--- src/rtl/cpu_pkg.sv ---
// Shared CPU pipeline types and constants used by the hazard/interlock logic.
package cpu_pkg;

  typedef enum logic {
    IDLE = 1'b0,
    WAIT = 1'b1
  } hz_state_e;

  localparam logic [4:0] REG_ZERO       = 5'd0;
  localparam int         MD_TIMEOUT_DEF = 40;

endpackage

--- src/rtl/md_wait_timer.sv ---
// Counts multdiv WAIT cycles; expired is high in the cycle the count reaches MD_TIMEOUT-1.
// One-cycle latency from enable to count; clear has priority over enable.
module md_wait_timer
  import cpu_pkg::*;
#(
  parameter int MD_TIMEOUT = MD_TIMEOUT_DEF,
  parameter int CNT_W      = 6
) (
  input  logic clock,
  input  logic reset,
  input  logic clear,
  input  logic enable,
  output logic expired
);

  logic [CNT_W-1:0] cnt_q, cnt_d;

  always_comb begin
    cnt_d = cnt_q;
    if (clear) begin
      cnt_d = '0;
    end else if (enable) begin
      cnt_d = cnt_q + 1'b1;
    end
  end

  always_ff @(posedge clock) begin
    if (reset) begin
      cnt_q <= '0;
    end else begin
      cnt_q <= cnt_d;
    end
  end

  assign expired = (cnt_q == CNT_W'(MD_TIMEOUT - 1));

endmodule

--- src/rtl/hazard_ctrl.sv ---
// Pipeline interlock: load-use bubble, taken-branch squash, multdiv start/freeze/timeout.
// Outputs are combinational in the same cycle; multdiv holds the front end until md_ready or timeout.
module hazard_ctrl
  import cpu_pkg::*;
#(
  parameter int MD_TIMEOUT = MD_TIMEOUT_DEF,
  parameter int CNT_W      = 6
) (
  input  logic       clock,
  input  logic       reset,
  input  logic [4:0] fd_rs,
  input  logic [4:0] fd_rt,
  input  logic       fd_reads_rt,
  input  logic [4:0] dx_rd,
  input  logic       dx_is_lw,
  input  logic       dx_is_md,
  input  logic       branch_taken,
  input  logic       md_ready,
  output logic       md_start,
  output logic       stall_pc,
  output logic       stall_fd,
  output logic       hold_dx,
  output logic       nop_dx,
  output logic       flush_fd,
  output logic       nop_xm,
  output logic       md_result_valid,
  output logic       md_err,
  output logic       md_timeout
);

  hz_state_e state_q, state_d;
  logic      timeout_q, timeout_d;
  logic      lu, cnt_clear, cnt_en, cnt_expired;

  assign lu = dx_is_lw && (dx_rd != REG_ZERO) &&
              ((fd_rs == dx_rd) || (fd_reads_rt && (fd_rt == dx_rd)));

  md_wait_timer #(
    .MD_TIMEOUT(MD_TIMEOUT),
    .CNT_W     (CNT_W)
  ) u_md_wait_timer (
    .clock  (clock),
    .reset  (reset),
    .clear  (cnt_clear),
    .enable (cnt_en),
    .expired(cnt_expired)
  );

  always_comb begin
    state_d         = state_q;
    timeout_d       = timeout_q;
    cnt_clear       = 1'b0;
    cnt_en          = 1'b0;
    md_start        = 1'b0;
    stall_pc        = 1'b0;
    stall_fd        = 1'b0;
    hold_dx         = 1'b0;
    nop_dx          = 1'b0;
    flush_fd        = 1'b0;
    nop_xm          = 1'b0;
    md_result_valid = 1'b0;
    md_err          = 1'b0;
    md_timeout      = timeout_q;

    case (state_q)
      IDLE: begin
        cnt_clear = 1'b1;
        // Branch beats both md and load-use so the PC is free to load the target.
        if (branch_taken) begin
          flush_fd = 1'b1;
          nop_dx   = 1'b1;
        end else if (dx_is_md) begin
          md_start = 1'b1;
          stall_pc = 1'b1;
          stall_fd = 1'b1;
          hold_dx  = 1'b1;
          nop_xm   = 1'b1;
          state_d  = WAIT;
        end else if (lu) begin
          stall_pc = 1'b1;
          stall_fd = 1'b1;
          nop_dx   = 1'b1;
        end
      end
      WAIT: begin
        if (md_ready) begin
          md_result_valid = 1'b1;
          state_d         = IDLE;
        end else if (cnt_expired) begin
          md_result_valid = 1'b1;
          md_err          = 1'b1;
          timeout_d       = 1'b1;
          state_d         = IDLE;
        end else begin
          stall_pc = 1'b1;
          stall_fd = 1'b1;
          hold_dx  = 1'b1;
          nop_xm   = 1'b1;
          cnt_en   = 1'b1;
        end
      end
      default: state_d = IDLE;
    endcase

    if (reset) begin
      md_start        = 1'b0;
      stall_pc        = 1'b0;
      stall_fd        = 1'b0;
      hold_dx         = 1'b0;
      nop_dx          = 1'b0;
      flush_fd        = 1'b0;
      nop_xm          = 1'b0;
      md_result_valid = 1'b0;
      md_err          = 1'b0;
      md_timeout      = 1'b0;
    end
  end

  always_ff @(posedge clock) begin
    if (reset) begin
      state_q   <= IDLE;
      timeout_q <= 1'b0;
    end else begin
      state_q   <= state_d;
      timeout_q <= timeout_d;
    end
  end

endmodule

--- config.mk ---
export PLATFORM = sky130hd
export DESIGN_NAME = hazard_ctrl
export DESIGN_NICKNAME = d
export VERILOG_FILES = /design/src/rtl/cpu_pkg.sv /design/src/rtl/md_wait_timer.sv /design/src/rtl/hazard_ctrl.sv
export SDC_FILE = /design/constraint.sdc
export NUM_CORES = 1
export LEC_CHECK = 0
export CORE_AREA = 4 4 42 47
export DETAILED_ROUTE_END_ITERATION = 8
export DIE_AREA = 0 0 46 51
export PLACE_DENSITY = 0.78
export SKIP_CTS_REPAIR_TIMING = 1
export SLEW_MARGIN = 20
export SYNTH_ARGS = -nofsm -noshare
export SYNTH_HDL_FRONTEND = slang
export SYNTH_HIERARCHICAL = 1
export SYNTH_SLANG_ARGS = --single-unit
--- constraint.sdc ---
create_clock -name clock -period 5.5 [get_ports clock]
set_input_delay 1.1 -clock clock [delete_from_list [all_inputs] [get_ports clock]]
set_output_delay 1.1 -clock clock [all_outputs]
set_load 0.03 [all_outputs]
==> results.toml, run 1 <==
[setup_path]
path_class = "input port to output port"
endpoint_kind = "output port"
crit_required_ns = 4.40
path_max_fanout = 3
start_kind = "input port"
arrival_ns = 3.28

[synth]
syn_inst = 67
synth_top_family_by_area = "simple AND/OR/NAND/NOR gates"
yosys-mux-area-fraction_pct = 1.78
async_reset_ff_share_pct = 0
synthesis.area_um2 = 563
synth_cell_type_count = 28
synth-edff-count = 0
ys_seq_area_share_pct = 28.4
synthFlopType = "dfxtp_1"
yosysWarnings = 6
syn_avg_cell_area_um2 = 8.40
synth_adder_area_share_pct = 2.22
syn_nets = 90
synth_compound_area_share_pct = 10.0
synth-simple-area-share_pct = 31.1
ys_seq_elements = 8
synth_xor_area_share_pct = 21.8

[cells_and_area]
nets = 123
final_common_cell = "clkdlybuf4s50_1"
syn_to_final_growth_pct = 60.2
drive_gt1_share_pct = 10.2
final_cell_mix = "31 x clkdlybuf4s50_1, 12 x nor2_1, 12 x xor2_1"
fin_cells = 115
num_antenna_cells = 0

[die]
die_area_um2 = 2350
core-area_um2 = 1540
ios = 32
die_h_um = 51
die_x_um = 46
start_util_pct = 36.6
rows = 15

[timing]
worst_pin_slew_ns = 0.327
rsz0062_at_grt = "no"
finalClockSkew_ns = 0.0101
slew_viol_final = 0
fin_crit_ns = 4.38
setup_viol = 0
fmax_mhz = 228
relSlewSlack_pct = 78.1
hold_viol_final = 0
finalCritPeriodShare_pct = 79.7
finalSetupTns_ns = 0
holdWs_ns = 0.543

[power]
irDropWorstVdd_uv = 138
total_power_mw = 0.149
powerDensity_nw_per_um2 = 165
p_leak_nw = 0.326

[drt]
drt-pass1-iter-count = 4
first_iter_violations = 2
via_count = 573
drtAntennaViolNets = 0
wl_per_cell_um = 13.0
via_per_inst = 4.98
drc = 0
wl_mm = 1.49

[clocking]
cts.sinks = 8
clockBufferDepth = 2
cts_made_buffers = 3
h-tree-depth = 1
cts_root_buf = "clkbuf_4"
cts_tree = "done"
clkTransAtPathRegs_ns = 0.04
clock_latency_ns = 0.26

[place]
placedCellCount = 112
io_buffers = 31
place_hpwl_mm = 1.18
gp_congestion = 0.671

[global_routing]
grt-ovfl-total = 0
grt_pass1_vias = 567
grt_pass1_wl_mm = 2.33
antenna_found_initial = 0
grt_max_degree = 11
track_usage_pct = 13.7

[job]
maxCapViolCount = 0

[run_status]
status = "finished clean"

[min_path]
min_path_type = "register to register"
sequential cells by signal, summed over array words and instances, names as in the netlist:
register / cells
u_md_wait_timer/cnt_q: 6
timeout_q: 1
state_q: 1
through the flow:
stage                     util, %  cell area [um2]  worst slack (ns)
final                        58.6              902              1.12
after global routing         58.6              902             0.976
after CTS                    58.6              902              1.12
after detailed placement     57.2              880              1.12
after global placement       57.2              880              1.18
after floorplan                 -              563              1.87
cells in the mapped netlist (2+ instances only):
cell	n	area [um2]
or2_2	2	12.5
clkbuf_1	2	7.51
dfxtp_1	8	160
xnor2_1	2	17.5
nand2_1	2	7.51
buf_4	2	15.0
o21ai_0	2	10.0
xor2_1	12	105
nor2_1	12	45.0
or4_1	2	15.0
nor3_1	4	20.0
power breakdown:
group / total [mW] / switching, mW / internal [mW] / leakage, nW
logic: 0.0457 / 0.0205 / 0.0252 / 0.248
clock network: 0.0438 / 0.0189 / 0.0249 / 0.0138
registers: 0.0590 / 0.000483 / 0.0585 / 0.0646
critical path, cell delays in order:
cell and delay [ns]:
clkdlybuf4s50_1 0.46, xor2_1 0.20, nor4_2 0.32, a32oi_1 0.18, o32ai_2 0.30, clkdlybuf4s50_1 0.72
metal layers:
metal	wire length [um]	track usage (%)	part of all wire, %	vias up
li1	-	-	-	295
met1	541	13.2	36	247
met2	712	23.9	48	29
met3	227	4.58	15	2
met4	10	8.53	0.67	0
met5	0	0	0	-
cell families after synthesis:
kind of cell / Yosys count
buffers and inverters: 5
DFF: 8
and+or+nand+nor: 31
xor gates and xnor gates: 14
muxes: 1
AOI/OAI and AO/OA: 7
adders and majority gates: 1
layout make-up:
class,instances,area (um2)
clock buffers,3,22.5
multi-input cells,54,377
well taps,17,21.3
flip-flops and latches,8,160
inverters,1,3.75
repair buffers,32,318
fillers,155,637
worst paths after layout:
| path | to | slack (ns) | cells past startpoint | from |
|---|---|---|---|---|
| setup / recovery | stall_fd | 1.12 | 6 | dx_rd[3] |
| setup reg to reg | u_md_wait_timer/cnt_q[5]$_SDFFE_PP0P_ | 3.72 | 8 | u_md_wait_timer/cnt_q[0]$_SDFFE_PP0P_ |
| hold reg to reg | u_md_wait_timer/cnt_q[5]$_SDFFE_PP0P_ | 0.54 | 2 | u_md_wait_timer/cnt_q[5]$_SDFFE_PP0P_ |
| hold / removal | u_md_wait_timer/cnt_q[5]$_SDFFE_PP0P_ | 0.54 | 2 | u_md_wait_timer/cnt_q[5]$_SDFFE_PP0P_ |
Power figures use the tool's default switching activity.
==> run 2, diff against run 1 <==
CORE_AREA = 4 4 43 49   (was 4 4 42 47)
DIE_AREA = 0 0 47 53   (was 0 0 46 51)
PLACE_DENSITY = 0.73   (was 0.78)
clock period = 4.5 ns   (was 5.5 ns; I/O delays follow)
==> run 2 against run 1 <==
- routed wire length grew 1.1%
- non-clock buffer count is the same
- global-route usage shrank 0.54 points
- via count grew 3.3%
- flip-flop and latch count is the same
- worst setup slack lost 0.57 ns
- first-iteration DRC count grew 50%
- critical path depth is the same
- clock power grew 25%
- register-to-register slack lost 0.99 ns
- clock skew shrank 0.0091 ns
- die area grew 6.2%
- highest routed layer unchanged
==> results.toml, run 2 (synthesized netlist as in run 1, its figures left out) <==
[cells_and_area]
drive_gt1_share_pct = 10.2
largest_register_ffs = 6
final_common_cell = "clkdlybuf4s50_1"
num_antenna_cells = 0
nets = 123
reg_top3 = "u_md_wait_timer/cnt_q (6), state_q (1), timeout_q (1)"
largest_register = "u_md_wait_timer/cnt_q"
fill_cells = 169
final_cell_mix = "31 x clkdlybuf4s50_1, 12 x nor2_1, 12 x xor2_1"
syn_to_final_growth_pct = 60.4

[place]
gp_congestion = 0.695
place_hpwl_mm = 1.26
io_buffers = 31
preCtsSetupSlack_ns = 0.521

[global_routing]
antenna_found_initial = 0
track_usage_pct = 13.2
grt-ovfl-total = 0
grt_max_degree = 11
grt_pass1_wl_mm = 2.33
grt_pass1_vias = 594

[drt]
via_count = 592
wl_per_cell_um = 13.0
drt-pass1-iter-count = 2
drc = 0
via_per_inst = 5.10
first_iter_violations = 3
wl_mm = 1.51
drtAntennaViolNets = 0

[timing]
worst_pin_slew_ns = 0.317
finalClockSkew_ns = 0.00102
finalSetupTns_ns = 0
relSlewSlack_pct = 78.6
slew_viol_final = 0
rsz0062_at_grt = "no"
fin_ws_ns = 0.550
finalCritPeriodShare_pct = 87.8
fin_crit_ns = 3.95
setup_viol = 0
fmax_mhz = 253
hold_viol_final = 0

[clocking]
clkTransAtPathRegs_ns = 0.05
clock_latency_ns = 0.25
cts_root_buf = "clkbuf_4"
cts_made_buffers = 3
h-tree-depth = 1
clockBufferDepth = 2
cts_tree = "done"
cts.sinks = 8

[die]
ios = 32
start_util_pct = 33.5
die_x_um = 47
rows = 16
die_h_um = 53
core-area_um2 = 1680
die_area_um2 = 2490

[setup_path]
path_class = "input port to output port"
endpoint_kind = "output port"
start_kind = "input port"
arrival_ns = 3.05
crit_required_ns = 3.60
path_max_fanout = 3

[power]
p_leak_nw = 0.326
irDropWorstVdd_uv = 140
total_power_mw = 0.183
powerDensity_nw_per_um2 = 202

[run_status]
status = "finished clean"

[min_path]
min_path_type = "register to register"

[job]
maxCapViolCount = 0
[run 2: metrics by stage]
| step | hold WS, ns | instance area, um2 | utilization [%] | std cells |
|---|---|---|---|---|
| detailed placement | 0.491 | 881 | 52.4 | 113 |
| global placement | 0.472 | 881 | 52.4 | 113 |
| global route | 0.527 | 903 | 53.7 | 116 |
| CTS | 0.500 | 903 | 53.7 | 116 |
| finish | 0.499 | 903 | 53.7 | 116 |
| floorplan | 0.458 | 563 | - | 67 |
[run 2: layout make-up]
class / count / area [um2] / area share, %
multi-input combinational: 54 / 377 / 41.7
timing repair buffer: 32 / 318 / 35.2
sequential: 8 / 160 / 17.7
clock buffer: 3 / 22.5 / 2.49
tap: 18 / 22.5 / 2.49
inverter: 1 / 3.75 / 0.416
[run 2: layer usage]
layer  up-vias  wire, um  track usage [%]
li1        299         -                -
met1       266       574             13.0
met2        25       739             23.3
met3         2       188             3.40
met4         0         6             8.29
met5         -         0                0
[run 2: worst max-delay path, stage by stage]
cell and delay [ns]:
clkdlybuf4s50_1 0.46, xor2_1 0.19, nor4_2 0.29, a32oi_1 0.17
o32ai_2 0.32, clkdlybuf4s50_1 0.72
[run 2: report_power, final]
group	total [mW]	switching, mW	internal, mW	leakage (nW)
Clock	0.0547	0.0242	0.0305	0.0138
Combinational	0.0560	0.0252	0.0308	0.248
Sequential	0.0720	0.000600	0.0714	0.0646
Total	0.183	0.0499	0.133	0.326
[run 2: final timing paths]
| path | slack (ns) | cells after the start | end | from |
|---|---|---|---|---|
| worst min register to register | 0.50 | 2 | u_md_wait_timer/cnt_q[5]$_SDFFE_PP0P_ | u_md_wait_timer/cnt_q[5]$_SDFFE_PP0P_ |
| worst max-delay path | 0.55 | 6 | stall_fd | dx_rd[3] |
| worst max register to register | 2.73 | 8 | u_md_wait_timer/cnt_q[5]$_SDFFE_PP0P_ | u_md_wait_timer/cnt_q[0]$_SDFFE_PP0P_ |
| worst min-delay path | 0.50 | 2 | u_md_wait_timer/cnt_q[5]$_SDFFE_PP0P_ | u_md_wait_timer/cnt_q[5]$_SDFFE_PP0P_ |
